[config.mk]
export PLATFORM = sky130hd
export DESIGN_NAME = snn_pool_sched
export DESIGN_NICKNAME = d
export VERILOG_FILES = /design/src/rtl/snn_ctrl_pkg.sv /design/src/rtl/snn_window_timer.sv /design/src/rtl/snn_pool_sched.sv
export SDC_FILE = /design/constraint.sdc
export NUM_CORES = 1
export LEC_CHECK = 0
export ABC_AREA = 1
export CORE_ASPECT_RATIO = 0.9
export CORE_MARGIN = 8
export CORE_UTILIZATION = 52
export CTS_BUF_LIST = sky130_fd_sc_hd__clkbuf_4 sky130_fd_sc_hd__clkbuf_8
export CTS_CLUSTER_DIAMETER = 50
export DETAILED_ROUTE_END_ITERATION = 12
export GPL_ROUTABILITY_DRIVEN = 1
export PLACE_DENSITY = 0.78
export SYNTH_ARGS = -nofsm -noshare
export SYNTH_HDL_FRONTEND = slang
export SYNTH_SLANG_ARGS = --single-unit
[constraint.sdc]
create_clock -name clk -period 4 [get_ports clk]
set_input_delay 0.4 -clock clk [delete_from_list [all_inputs] [get_ports clk]]
set_output_delay 0.4 -clock clk [all_outputs]
set_load 0.005 [all_outputs]
[src/rtl/snn_ctrl_pkg.sv]
// Shared definitions for the SNN pooling-layer run controller.
package snn_ctrl_pkg;

   // Default widths for timestep/window counters and the drain timeout counter.
   localparam int TS_W_DEF = 16;
   localparam int TO_W_DEF = 16;

   // Number of leading DRAIN cycles in which layer_done is treated as stale.
   localparam logic [1:0] DRAIN_GUARD = 2'd2;

   // Controller state encoding.
   typedef enum logic [2:0] {
      ST_IDLE   = 3'd0,
      ST_ACCEPT = 3'd1,
      ST_FLUSH  = 3'd2,
      ST_DRAIN  = 3'd3,
      ST_FIN    = 3'd4
   } snn_state_e;

endpackage

[src/rtl/snn_window_timer.sv]
// Saturating up-counter with a synchronous clear and an equality expire flag.
// Used both for the ACCEPT window and for the DRAIN timeout.
module snn_window_timer #(
   parameter int W = 16
) (
   input  logic         clk,
   input  logic         reset,
   input  logic         load,
   input  logic         enable,
   input  logic [W-1:0] limit,
   output logic         expire
);

   logic [W-1:0] count;

   // Count up while enabled; load clears to zero and wins over enable.
   always_ff @(posedge clk or posedge reset) begin
      if (reset) begin
         count <= '0;
      end else if (load) begin
         count <= '0;
      end else if (enable && (count != '1)) begin
         count <= count + W'(1);
      end
   end

   assign expire = (count == limit);

endmodule

[src/rtl/snn_pool_sched.sv]
// Run controller for one SNN pooling layer: opens an input window per
// timestep, flushes the pooled output, waits for the layer to finish and
// repeats for cfg_num_ts timesteps.
//
// Interface semantics: in_tlast_hs is already the qualified upstream
// tvalid&tready&tlast beat; it is only acted upon in ACCEPT. layer_in_gate is
// ANDed by the layer wrapper into its own tvalid/tready, so no beat can
// transfer while it is low.
module snn_pool_sched
   import snn_ctrl_pkg::*;
#(
   parameter int TS_W = TS_W_DEF,
   parameter int TO_W = TO_W_DEF
) (
   input  logic            clk,
   input  logic            reset,
   input  logic            start,
   input  logic            abort,
   input  logic [TS_W-1:0] cfg_num_ts,
   input  logic [TS_W-1:0] cfg_window,
   input  logic [TO_W-1:0] cfg_drain_to,
   input  logic            in_tlast_hs,
   input  logic            layer_done,
   output logic            layer_enable,
   output logic            layer_in_gate,
   output logic            layer_flush,
   output logic            busy,
   output logic            done,
   output logic            aborted,
   output logic            timeout_err,
   output logic [TS_W-1:0] cur_ts,
   output logic [31:0]     run_cycles,
   output snn_state_e      state_dbg
);

   logic            rst_meta, rst_sync;
   snn_state_e      state, state_nx;
   logic [TS_W-1:0] num_ts_r, window_r;
   logic [TO_W-1:0] drain_to_r;
   logic            win_exp, dr_exp;
   logic [1:0]      guard_cnt;
   logic            go, ts_inc, to_set;
   logic            enable_d, gate_d, flush_d, busy_d, done_d, aborted_d;

   // Reset asserts immediately and releases two clock edges later.
   always_ff @(posedge clk or posedge reset) begin
      if (reset) begin
         rst_meta <= 1'b1;
         rst_sync <= 1'b1;
      end else begin
         rst_meta <= 1'b0;
         rst_sync <= rst_meta;
      end
   end

   assign go        = (state == ST_IDLE) && start && !abort;
   assign state_dbg = state;

   snn_window_timer #(.W(TS_W)) u_win_timer (
      .clk    (clk),
      .reset  (rst_sync),
      .load   (state != ST_ACCEPT),
      .enable (state == ST_ACCEPT),
      .limit  (window_r - TS_W'(1)),
      .expire (win_exp)
   );

   snn_window_timer #(.W(TO_W)) u_drain_timer (
      .clk    (clk),
      .reset  (rst_sync),
      .load   (state != ST_DRAIN),
      .enable (state == ST_DRAIN),
      .limit  (drain_to_r),
      .expire (dr_exp)
   );

   // Counts the first DRAIN cycles so a stale layer_done is not honoured.
   always_ff @(posedge clk or posedge rst_sync) begin
      if (rst_sync)                  guard_cnt <= 2'd0;
      else if (state != ST_DRAIN)    guard_cnt <= 2'd0;
      else if (guard_cnt != DRAIN_GUARD) guard_cnt <= guard_cnt + 2'd1;
   end

   // State register.
   always_ff @(posedge clk or posedge rst_sync) begin
      if (rst_sync) state <= ST_IDLE;
      else          state <= state_nx;
   end

   // Next-state logic; abort outranks every other transition.
   always_comb begin
      state_nx = state;
      ts_inc   = 1'b0;
      to_set   = 1'b0;
      if ((state != ST_IDLE) && abort) begin
         state_nx = ST_IDLE;
      end else begin
         case (state)
            ST_IDLE: begin
               if (go) state_nx = (cfg_num_ts == '0) ? ST_FIN : ST_ACCEPT;
            end
            ST_ACCEPT: begin
               if (in_tlast_hs || ((window_r != '0) && win_exp)) state_nx = ST_FLUSH;
            end
            ST_FLUSH: state_nx = ST_DRAIN;
            ST_DRAIN: begin
               if (layer_done && (guard_cnt == DRAIN_GUARD)) begin
                  if (cur_ts == num_ts_r - TS_W'(1)) begin
                     state_nx = ST_FIN;
                  end else begin
                     state_nx = ST_ACCEPT;
                     ts_inc   = 1'b1;
                  end
               end else if ((drain_to_r != '0) && dr_exp) begin
                  state_nx = ST_FIN;
                  to_set   = 1'b1;
               end
            end
            ST_FIN:  state_nx = ST_IDLE;
            default: state_nx = ST_IDLE;
         endcase
      end
   end

   // Output decode from the next state so every output is a flop.
   always_comb begin
      busy_d    = (state_nx != ST_IDLE);
      enable_d  = (state_nx == ST_ACCEPT) || (state_nx == ST_FLUSH) || (state_nx == ST_DRAIN);
      gate_d    = (state_nx == ST_ACCEPT);
      flush_d   = (state_nx == ST_FLUSH);
      done_d    = (state_nx == ST_FIN);
      aborted_d = (state != ST_IDLE) && abort;
   end

   // Output registers.
   always_ff @(posedge clk or posedge rst_sync) begin
      if (rst_sync) begin
         layer_enable  <= 1'b0;
         layer_in_gate <= 1'b0;
         layer_flush   <= 1'b0;
         busy          <= 1'b0;
         done          <= 1'b0;
         aborted       <= 1'b0;
      end else begin
         layer_enable  <= enable_d;
         layer_in_gate <= gate_d;
         layer_flush   <= flush_d;
         busy          <= busy_d;
         done          <= done_d;
         aborted       <= aborted_d;
      end
   end

   // Run configuration, timestep index, timeout flag and run cycle counter.
   always_ff @(posedge clk or posedge rst_sync) begin
      if (rst_sync) begin
         num_ts_r    <= '0;
         window_r    <= '0;
         drain_to_r  <= '0;
         cur_ts      <= '0;
         timeout_err <= 1'b0;
         run_cycles  <= '0;
      end else if (go) begin
         num_ts_r    <= cfg_num_ts;
         window_r    <= cfg_window;
         drain_to_r  <= cfg_drain_to;
         cur_ts      <= '0;
         timeout_err <= 1'b0;
         run_cycles  <= '0;
      end else begin
         if (ts_inc) cur_ts <= cur_ts + TS_W'(1);
         if (to_set) timeout_err <= 1'b1;
         if ((state != ST_IDLE) && (run_cycles != 32'hFFFF_FFFF)) run_cycles <= run_cycles + 32'd1;
      end
   end

endmodule
Word level (Yosys, flattened, before mapping)
Cells that the tools add are included.

word-level totals
  flip-flop bits (word level) = 142
  input port bits = 54
  logic and storage cells = 95

cells by class
  add/sub/neg operators = 7
  reductions and logical operators = 25
  equality and inequality tests = 17
  multiplexer cells = 28

operators by type and width
  operator                                                                  count
  16-bit 2-to-1 mux                                                         6
  32-bit 2-to-1 mux                                                         2
  16-bit by 1-bit adder with 16-bit output (second input constant)          3
  16-bit == test                                                            3
  32-bit by 1-bit adder with 32-bit output (second input constant)          1
  16-bit inequality test (second input constant)                            2
  32-bit inequality test (second input constant)                            1
  16-bit nonzero test                                                       2
  16-bit by 1-bit subtractor with 16-bit output (second input constant)     2
  3-bit 2-to-1 mux                                                          7
  16-bit zero test                                                          1
  3-bit by 2-bit == test with 1-bit output (second input constant)          4
  3-bit one-hot mux with 4 select lines                                     1
  2-bit nonzero test                                                        6
  1-bit 2-to-1 mux                                                          10
  1-bit logical AND                                                         9
  3-bit by 1-bit == test with 1-bit output (second input constant)          2
  3-bit nonzero test                                                        2
  2-bit 2-to-1 mux                                                          2
  3-bit == test (second input constant)                                     1
  3-bit zero test                                                           1
  1-bit logical OR                                                          3
  3-bit by 1-bit inequality test with 1-bit output (second input constant)  1
  3-bit by 2-bit inequality test with 1-bit output (second input constant)  1
  other kinds (4)                                                           4

Longest topological paths before layout
Gate-level depths: netlist of run 1.

  depth in word-level cells = 10
  depth in mapped cells = 19
  gate-level depth less buffers = 18

Modules after synthesis
A second synthesis of run 1 with hierarchy kept.

unflattened totals
  cells, all modules = 1251
  area, all modules = 9077.5 um2

by module, submodules not included
  module            times used  cells an instance  area an instance (um2)
  snn_pool_sched    1           887                6615.1
  snn_window_timer  2           182                1231.2

Worst setup path before layout of run 1
Ideal clock, no wire load.

  path type = reg-to-reg
  from = reg num_ts_r[0]
  to = reg cur_ts[2]
  arrival = 2.059 ns
  slack = 1.824 ns
  path buffers = 1
  stages on the path, launching flop included = 19
  library setup time = 0.117 ns
  required time = 3.883 ns
  cell sequence = dfrtp_1 inv_2 ha_1 inv_1 nor2_1 nand2_1 nor2_2 nand3b_1 nand2_1 nand2_1 nor2_1 nand3_1 o21ai_2 nor2_4 nand2_4 nand2_4 buf_8 nand2_2 nand2_1

on the way
  word-level cells in the longest chain between the ends = 7

RTL lines
  item                                           line                   text
  start: declaration                             snn_pool_sched.sv:38   logic [TS_W-1:0] num_ts_r, window_r;
  start signal: assignment                       snn_pool_sched.sv:164  num_ts_r <= cfg_num_ts;
  16-bit by 1-bit subtractor with 16-bit output  snn_pool_sched.sv:108  if (cur_ts == num_ts_r - TS_W'(1)) begin
  16-bit == test                                 snn_pool_sched.sv:108
  1-bit 2-to-1 mux                               snn_pool_sched.sv:108
  1-bit 2-to-1 mux                               snn_pool_sched.sv:107  if (layer_done && (guard_cnt == DRAIN_GUARD)) begin
  1-bit 2-to-1 mux                               snn_pool_sched.sv:98   case (state)
  1-bit 2-to-1 mux                               snn_pool_sched.sv:95   if ((state != ST_IDLE) && abort) begin
  2-bit nonzero test (no source line)            n/a
  end signal: assignment                         snn_pool_sched.sv:171  if (ts_inc) cur_ts <= cur_ts + TS_W'(1);
  end: declaration                               snn_pool_sched.sv:31   output logic [TS_W-1:0] cur_ts,

Every way passes these cells.
A chain may end at the register's enable or synchronous reset.

Worst setup path in the final report of run 1
  from = reg num_ts_r[0]
  to = reg cur_ts[4]

Same word-level chain as after synthesis.

==> results of run 1 <==
synthesized netlist by cell type, types with 2 or more instances:
| cell type | count |
|---|---|
| nand3b_1 | 8 |
| inv_1 | 146 |
| o21ai_0 | 56 |
| nand2_4 | 4 |
| nand3_1 | 77 |
| a21oi_1 | 39 |
| nor3b_1 | 2 |
| buf_1 | 2 |
| o21ai_2 | 4 |
| a211oi_1 | 6 |
| nand2_2 | 9 |
| nor4_1 | 15 |
| dfrtp_1 | 140 |
| nor2_4 | 5 |
| nor2_2 | 6 |
| nand4_1 | 23 |
| nor3_1 | 60 |
| a31oi_1 | 7 |
| dfstp_2 | 2 |
| xor2_1 | 38 |
| nor2_1 | 126 |
| inv_2 | 6 |
| xnor2_1 | 20 |
| o31ai_1 | 7 |
| and3_1 | 2 |
| ha_1 | 7 |
| nand2_1 | 337 |
| clkbuf_1 | 19 |
per-stage QoR:
step / cells / hold WS, ns / utilization
floorplan: 1188 / 0.312 / -
global placement: 1487 / 0.308 / 0.612
detailed placement: 1487 / 0.319 / 0.612
CTS: 1519 / 0.228 / 0.637
global route: 1519 / 0.244 / 0.637
finish: 1519 / 0.251 / 0.637
path summary, 6_finish.rpt:
check                             from              to  slack [ns]  cells after the start
setup / recovery           num_ts_r[0]       cur_ts[4]        1.41                     17
hold / removal                   reset        rst_sync        0.25                      2
setup reg to reg           num_ts_r[0]       cur_ts[4]        1.41                     17
hold reg to reg               rst_sync  run_cycles[30]        0.29                      1
max in group asynchronous     rst_sync            busy        2.71                      2
min in group clk              rst_meta        rst_sync        0.36                      0
routing by layer:
metal / vias up / GRT usage / wire length [microns]
met1: 3828 / 0.296 / 10200
li1: 4044 / - / -
met3: 35 / 0.0552 / 1440
met2: 224 / 0.363 / 10700
met5: - / 0 / 0
met4: 0 / 0.0774 / 411
logic make-up (layout without fill, tap and decap cells):
group                    after synthesis  count (layout)  synth area share
flip-flops                           142             142             0.416
other                                  1               1          0.000439
AO/OA/AOI/OAI                        124             124            0.0813
XOR/XNOR                              59              59            0.0614
adder cells (fa/ha/maj)                7               7            0.0103
buffers and inverters                176             300            0.0788
AND/OR/NAND/NOR                      679             679             0.351
critical path: stages, from the launching register on:
cell     delay, ns
dfrtp_1       0.41
inv_2         0.12
ha_1          0.25
inv_1         0.08
nor2_1        0.09
nand2_1       0.08
nor2_2        0.19
inv_1         0.08
nand2_1       0.07
nand2_1       0.04
nand2_1       0.08
nor2_1        0.04
nand2_1       0.09
o21ai_2       0.09
nor2_4        0.26
nand2_4       0.15
nand2_4       0.23
o21ai_0       0.11
flip-flops by register name (all words and copies together) (netlist names):
register and count:
done 1, u_win_timer.count 16, num_ts_r 16, aborted 1, drain_to_r 16, u_drain_timer.count 16
layer_flush 1, timeout_err 1, state_dbg 3, layer_enable 1, window_r 16, busy 1
run_cycles 32, guard_cnt 2, layer_in_gate 1, rst_meta 1, cur_ts 16, rst_sync 1
power breakdown:
part | switching [mW] | total [mW] | internal, mW
logic | 1.27 | 2.09 | 0.824
clock network | 0.592 | 1.19 | 0.596
registers | 0.373 | 2.13 | 1.75
total | 2.23 | 5.41 | 3.17
final cells by class:
type	instances	area [sq um]	area share
repair buffers	115	1150	0.112
flip-flops and latches	142	3560	0.346
well taps	207	259	0.0252
inverters	153	578	0.0563
clock buffers	20	269	0.0262
clock inverters	12	136	0.0133
multi-input cells	870	4320	0.421
==> metrics.txt, run 1 <==
status=finished clean; FMAX=0.386 GHz; Total Power=approximately 5.4 mW; Synth Cell Area=8540 sq um; setup violators final=0; Clock Sinks=approximately 140; DP Area=approximately 9900 sq um; largest cells by area after synthesis=dfrtp_1 41%, nand2_1 15%, inv_1 6.4%; CTS max path bufs=2; worst hold path type=in -> async; Vias=roughly 8000; initial core utilization=0.529; die width=roughly 150 microns; hold buffers post-CTS=0; vias in the first global route=between 7000 and 8000; Antenna Cells=0; commonest cells after routing, fill and taps aside=337 x nand2_1, 145 x inv_1, 140 x dfrtp_1, 126 x nor2_1, 111 x clkdlybuf4s50_1; remaining global-route overflow=0; WL/cell=15.0 microns; max-cap violations=0; die area=20800 sq um; pwr dens=~530 nW/um^2; fraction of layout cells with a size suffix above 1=0.0610; Post-synth EDFFs=0; Finished Cell Area=between 10000 and 15000 sq um; Vert. Die Dim=138 microns; Tmin final=roughly 2.6 ns; post-DP HPWL=~17000 microns; worst slew pin tran=roughly 0.86 ns; initial antenna violation count=0; crit path kind=reg -> reg; initial DRC count=about 590; Num CTS Buffers=17; pin count of the biggest net entering global routing=between 100 and 150; H-tree levels=4; Syn Nets=1249; root buf cell=clkbuf_8; crit path DAT=approximately 3 ns; # IOs=112; Mapped Avg Cell Area=approximately 7.2 sq um; Place WS=approximately 1.5 ns; peak supply drop=0.000356 V; Async SR Flop Fraction=1.00; Static Leak=approximately 4.7 nW; DRT Pass-1 Iters=7; Final Slew Violations=0; Layout Nets=roughly 1400; Area growth syn-to-layout=20.3%; setup_tns=0 ns; commonest non-fill, non-tap cell in the layout=nand2_1; Final Cycle Share=0.648; final worst slack=around 1.4 ns; DRC=0; count of cell types in the netlist=43; gr usage total=0.227; Yosys Warn Count=0; Port Buf Inserts=approximately 110; top-area cell type share of the netlist area=0.410; critical path launch point type=flop; CTS tree=done; routability cong.=0.956; clk slew on worst S/H paths=0.08 ns; post-synthesis sequential area ratio=0.416; ys flop type=dfrtp_1; area leader, netlist=dfrtp_1; RSZ-0062 raised after global routing=no; WP data required=about 4.3 ns; Rel. slew slack=0.424; Layout fillers=around 1500; Rows=44; first-pass GRT wire length=between 30000 and 40000 microns; worst-skew pair later-pin latency=roughly 0.47 ns; Post-CTS Setup Repair Bufs=0; crit end category=flop; post-CTS sizing=0; via density per instance=about 5.4; final hold violation count=0; Synth Instances=1188; clock skew=approximately 0.011 ns; Seq cells post-synth=between 100 and 150; critical path peak fanout=15; Core Area=16100 sq um; total wire length=approximately 23000 microns; post-route ant nets=0
Note: power is estimated with default switching activity, not from simulation.
==> run 2, diff against run 1 <==
==> constraint.sdc (replaced) <==
create_clock -name clk -period 2.1 [get_ports clk]
set_input_delay 0.21 -clock clk [delete_from_list [all_inputs] [get_ports clk]]
set_output_delay 0.21 -clock clk [all_outputs]
set_load 0.005 [all_outputs]
==> metrics.txt, run 2 (synthesized netlist as in run 1, its figures left out) <==
Worst Setup EP=cur_ts[10]; Slowest-stage cell, CP=dfrtp_1; met1 global-route usage=0.319; Vert. Die Dim=between 100 and 150 microns; Final Util=0.706; critical path launch point type=flop; clock skew=0.0116 ns; Top reg by flops=run_cycles; commonest cells after routing, fill and taps aside=324 x nand2_1, 139 x inv_1, 139 x dfrtp_1, 111 x clkdlybuf4s50_1, 107 x nor2_1; die area=around 21000 sq um; crit path from=num_ts_r[1]; FMAX=0.436 GHz; peak supply drop=about 0.00077 V; crit end category=flop; CTS tree=done; Final Slew Violations=0; worst-skew pair later-pin latency=between 0.4 and 0.5 ns; pwr dens=around 1000 nW/um^2; Core Area=between 15000 and 20000 sq um; Clock Sinks=approximately 140; worst path bufs/invs=1; DRT Pass-1 Iters=5; Port Buf Inserts=~110; CTS max path bufs=2; RR Endpoint=cur_ts[10]; post-DP HPWL=18300 microns; final worst slack=-0.193 ns; critical path peak fanout=7; vias in the first global route=between 8000 and 9000; Layout fillers=around 1300; CP max stage delay=roughly 0.39 ns; worst hold path type=in -> async; R2R depth=15; setup violators final=19; WP data required=between 2 and 2.5 ns; FF/Latch Area=3560 sq um; Hold WS=approximately 0.08 ns; initial DRC count=approximately 700; GR Util met2=0.392; remaining global-route overflow=0; initial core utilization=0.529; worst-path cell chain=buf_4, nor2_4, nand2_4, nor2_4, nand2_1, nand3_1, nand2_1, nor2_1, nand3_2, o21ai_4, nor2_4, nand2_4, nand2_4, nand2_2, nand2_1; Non-Filler Instances=~1600; max reg flops=32; post-route ant nets=0; # IOs=roughly 110; fraction of layout cells with a size suffix above 1=0.180; Reg2Reg Setup Slack=-0.19 ns; Final Cycle Share=1.09; gr usage total=0.241; worst slew pin tran=between 0.5 and 0.6 ns; Vias=8688; first-pass GRT wire length=approximately 40000 microns; commonest non-fill, non-tap cell in the layout=nand2_1; hold buffers post-CTS=0; met3 Use GR=0.0483; initial antenna violation count=0; Area growth syn-to-layout=33.4%; Worst R2R Start=num_ts_r[1]; clk slew on worst S/H paths=about 0.080 ns; total wire length=24900 microns; Layout Nets=between 1000 and 1500; Rel. slew slack=0.663; Static Leak=roughly 5.3 nW; die width=around 150 microns; Total Power=about 11 mW; via density per instance=approximately 5.4; H-tree levels=4; number of cells on the critical path=15; status=complete, but fails checks; final hold violation count=0; Num CTS Buffers=17; DRC=0; area of the multi-input gates=4710 sq um; WL/cell=~15 microns; RSZ-0062 raised after global routing=yes; pin count of the biggest net entering global routing=just over 80; routability cong.=0.936; max-cap violations=0; Top Family by Delay on Critical Path=simple AND/OR/NAND/NOR gates; crit path DAT=around 2.6 ns; failing checks=setup timing; crit path kind=reg -> reg; Placed Cells=~1600; root buf cell=clkbuf_8; Rows=44; GR peak layer=met2; Antenna Cells=0; Tmin final=about 2.3 ns
run 2: worst min-delay path by stage:
stage	endpoint	startpoint	slack, ns	cells past startpoint
2_1_floorplan	rst_meta	reset	0.12	1
3_3_place_gp	rst_sync	rst_meta	0.35	0
3_5_place_dp	rst_sync	rst_meta	0.35	0
4_1_cts	rst_meta	reset	0.06	2
5_1_grt	rst_sync	reset	0.08	2
6_report	rst_meta	reset	0.08	2
run 2: cell type report:
cell class | instances | share of cell area
well taps | 207 | 0.0227
repair buffers | 206 | 0.164
clock inverters | 13 | 0.0150
clock buffers | 19 | 0.0219
multi-input cells | 871 | 0.413
flip-flops and latches | 142 | 0.312
inverters | 153 | 0.0510
run 2: report_power, final:
part / leakage, nW / switching, mW / internal [mW] / total (mW)
Clock: 0.220 / 1.05 / 1.31 / 2.36
Combinational: 3.19 / 2.88 / 2.13 / 5.01
Sequential: 1.88 / 0.673 / 3.34 / 4.02
Total: 5.29 / 4.61 / 6.77 / 11.4
run 2: through the flow:
stage / setup slack (ns) / cell area [sq um] / setup TNS (ns)
after global placement: -0.0150 / 10500 / -0.0693
after floorplan: -0.0303 / 8560 / -3.19
final: -0.193 / 11400 / -2.89
after detailed placement: -0.159 / 10500 / -1.80
after global routing: -0.320 / 11400 / -5.45
after CTS: -0.128 / 11000 / -1.78
run 2: layer usage:
metal | up-vias | routed length (microns)
li1 | 4235 | -
met1 | 4097 | 10900
met4 | 0 | 440
met3 | 39 | 1700
met2 | 317 | 11900
met5 | - | 0
run 2: what timing repair did:
item                                    CTS  global route
setup buffers                             1             6
pin swaps                                 4            25
cloned                                    1             0
resized for setup                        23            83
endpoints found under the setup margin   23            55
==> run 3, diff against run 2 <==
--- a/config.mk
+++ b/config.mk
@@ -6,14 +6,17 @@
 export NUM_CORES = 1
 export LEC_CHECK = 0
 export ABC_AREA = 1
+export CELL_PAD_IN_SITES_DETAIL_PLACEMENT = 2
+export CELL_PAD_IN_SITES_GLOBAL_PLACEMENT = 2
 export CORE_ASPECT_RATIO = 0.9
 export CORE_MARGIN = 8
-export CORE_UTILIZATION = 52
+export CORE_UTILIZATION = 29
 export CTS_BUF_LIST = sky130_fd_sc_hd__clkbuf_4 sky130_fd_sc_hd__clkbuf_8
 export CTS_CLUSTER_DIAMETER = 50
 export DETAILED_ROUTE_END_ITERATION = 12
 export GPL_ROUTABILITY_DRIVEN = 1
-export PLACE_DENSITY = 0.78
+export HOLD_SLACK_MARGIN = 0.06
+export PLACE_DENSITY = 0.77
 export SYNTH_ARGS = -nofsm -noshare
 export SYNTH_HDL_FRONTEND = slang
 export SYNTH_SLANG_ARGS = --single-unit
==> metrics.txt, run 3 (synthesized netlist as in run 1, its figures left out) <==
Num CTS Buffers=17; routability cong.=~0.84; CTS max path bufs=2; final hold violation count=0; Area growth syn-to-layout=51.2%; CTS tree=done; initial DRC count=between 400 and 500; Rows=between 50 and 60; peak supply drop=0.000495 V; pwr dens=~1100 nW/um^2; Placed Cells=1842; crit path DAT=about 3 ns; initial antenna violation count=0; via density per instance=around 5.2; clk slew on worst S/H paths=approximately 0.10 ns; FMAX=about 0.4 GHz; commonest non-fill, non-tap cell in the layout=nand2_1; Static Leak=around 6 nW; post-route ant nets=0; total wire length=44100 microns; critical path peak fanout=6; RSZ-0062 raised after global routing=yes; setup_tns=-10.09 ns; die area=about 35000 sq um; WL/cell=23.1 microns; final worst slack=-0.459 ns; initial core utilization=0.295; worst slew pin tran=approximately 0.72 ns; # IOs=112; hold depth=3; Core Area=slightly below 30000 sq um; Place WS=-0.299 ns; Port Buf Inserts=around 110; crit path kind=reg -> reg; Rel. slew slack=0.518; clock skew=between 0.015 and 0.02 ns; DRT Pass-1 Iters=7; Reg2Reg Setup Slack=-0.46 ns; first-pass GRT wire length=between 50000 and 60000 microns; Layout Nets=between 1500 and 2000; Final Slew Violations=0; worst-skew pair later-pin latency=roughly 0.50 ns; die width=roughly 200 microns; remaining global-route overflow=0; worst hold path type=in -> reg; pin count of the biggest net entering global routing=116; critical path launch point type=flop; DRC=0; Vias=9873; Vert. Die Dim=179 microns; fraction of layout cells with a size suffix above 1=0.286; max reg flops=32; Antenna Cells=0; vias in the first global route=10542; commonest cells after routing, fill and taps aside=302 x nand2_1, 174 x buf_4, 137 x dfrtp_1, 133 x inv_1, 111 x clkdlybuf4s50_1; root buf cell=clkbuf_8; failing checks=setup timing; Non-Filler Instances=1907; post-DP HPWL=27100 microns; Final Util=0.446; FF/Latch Area=3560 sq um; setup violators final=47; Hold WS=~0.24 ns; crit end category=flop; Final Cycle Share=1.22; Top reg by flops=run_cycles; Clock Sinks=roughly 140; R2R depth=17; gr usage total=0.209; Tmin final=between 2 and 3 ns; status=complete, but fails checks; max-cap violations=0; H-tree levels=4; area of the multi-input gates=between 5000 and 6000 sq um; WP data required=2.54 ns; Layout fillers=approximately 3300
## run 3: what timing repair did
| action | in CTS | in global routing |
|---|---|---|
| hold endpoints to repair | 2 | 0 |
| pin swaps | 12 | 53 |
| gates cloned | 0 | 2 |
| endpoints found under the setup margin | 54 | 65 |
| gates resized for setup | 64 | 172 |
| hold buffers | 1 | 0 |
| setup buffers | 9 | 25 |
## run 3: layout make-up
cell class | count | share of cell area
clock inverter | 14 | 0.0141
timing repair buffer | 313 | 0.216
sequential | 142 | 0.276
inverter | 153 | 0.0455
multi-input combinational | 871 | 0.391
clock buffer | 18 | 0.0192
tap | 396 | 0.0384
## run 3: path summary, 6_finish.rpt
path	start	endpoint
max in group asynchronous	rst_sync	num_ts_r[4]
worst min-delay path	cfg_drain_to[0]	drain_to_r[0]
worst max register to register	num_ts_r[0]	cur_ts[11]
min in group asynchronous	rst_sync	drain_to_r[8]
worst max-delay path	num_ts_r[0]	cur_ts[11]
worst min register to register	rst_meta	rst_sync
## run 3: metal layers
layer / vias to the layer above / wire length (microns) / share of wire / track usage
li1: 4436 / - / - / -
met1: 5099 / 18200 / 0.41 / 0.252
met2: 239 / 23100 / 0.52 / 0.379
met3: 99 / 1450 / 0.033 / 0.0300
met4: 0 / 1360 / 0.031 / 0.0648
met5: - / 0 / 0 / 0
## run 3: through the flow
stage               instance area (sq um)  power, mW
floorplan                            8560       6.85
detailed placement                  11400       9.65
global route                        12900       14.7
CTS                                 12100       12.7
finish                              12900       14.0
global placement                    11400       9.31
## run 3: power by group
part / switching [mW] / internal, mW / leakage [nW] / total [mW]
logic: 4.17 / 3.11 / 3.89 / 7.27
clock network: 1.40 / 1.22 / 0.202 / 2.63
registers: 0.751 / 3.34 / 1.88 / 4.09
total: 6.32 / 7.67 / 5.97 / 14.0
## run 3: worst max-delay path, cell delays in order, from the launching register on
cell and delay, ns:
dfrtp_1 0.40, inv_2 0.08, ha_4 0.17, nand2_2 0.11
nor2_2 0.14, nand2_1 0.08, nand2_1 0.12, nand2_1 0.08
nand2_1 0.08, nand2_1 0.11, nor2_1 0.15, nand2_1 0.13
o21ai_2 0.22, nor2_4 0.07, nand2_4 0.14, buf_6 0.16
nand3_1 0.13, nand2_1 0.12
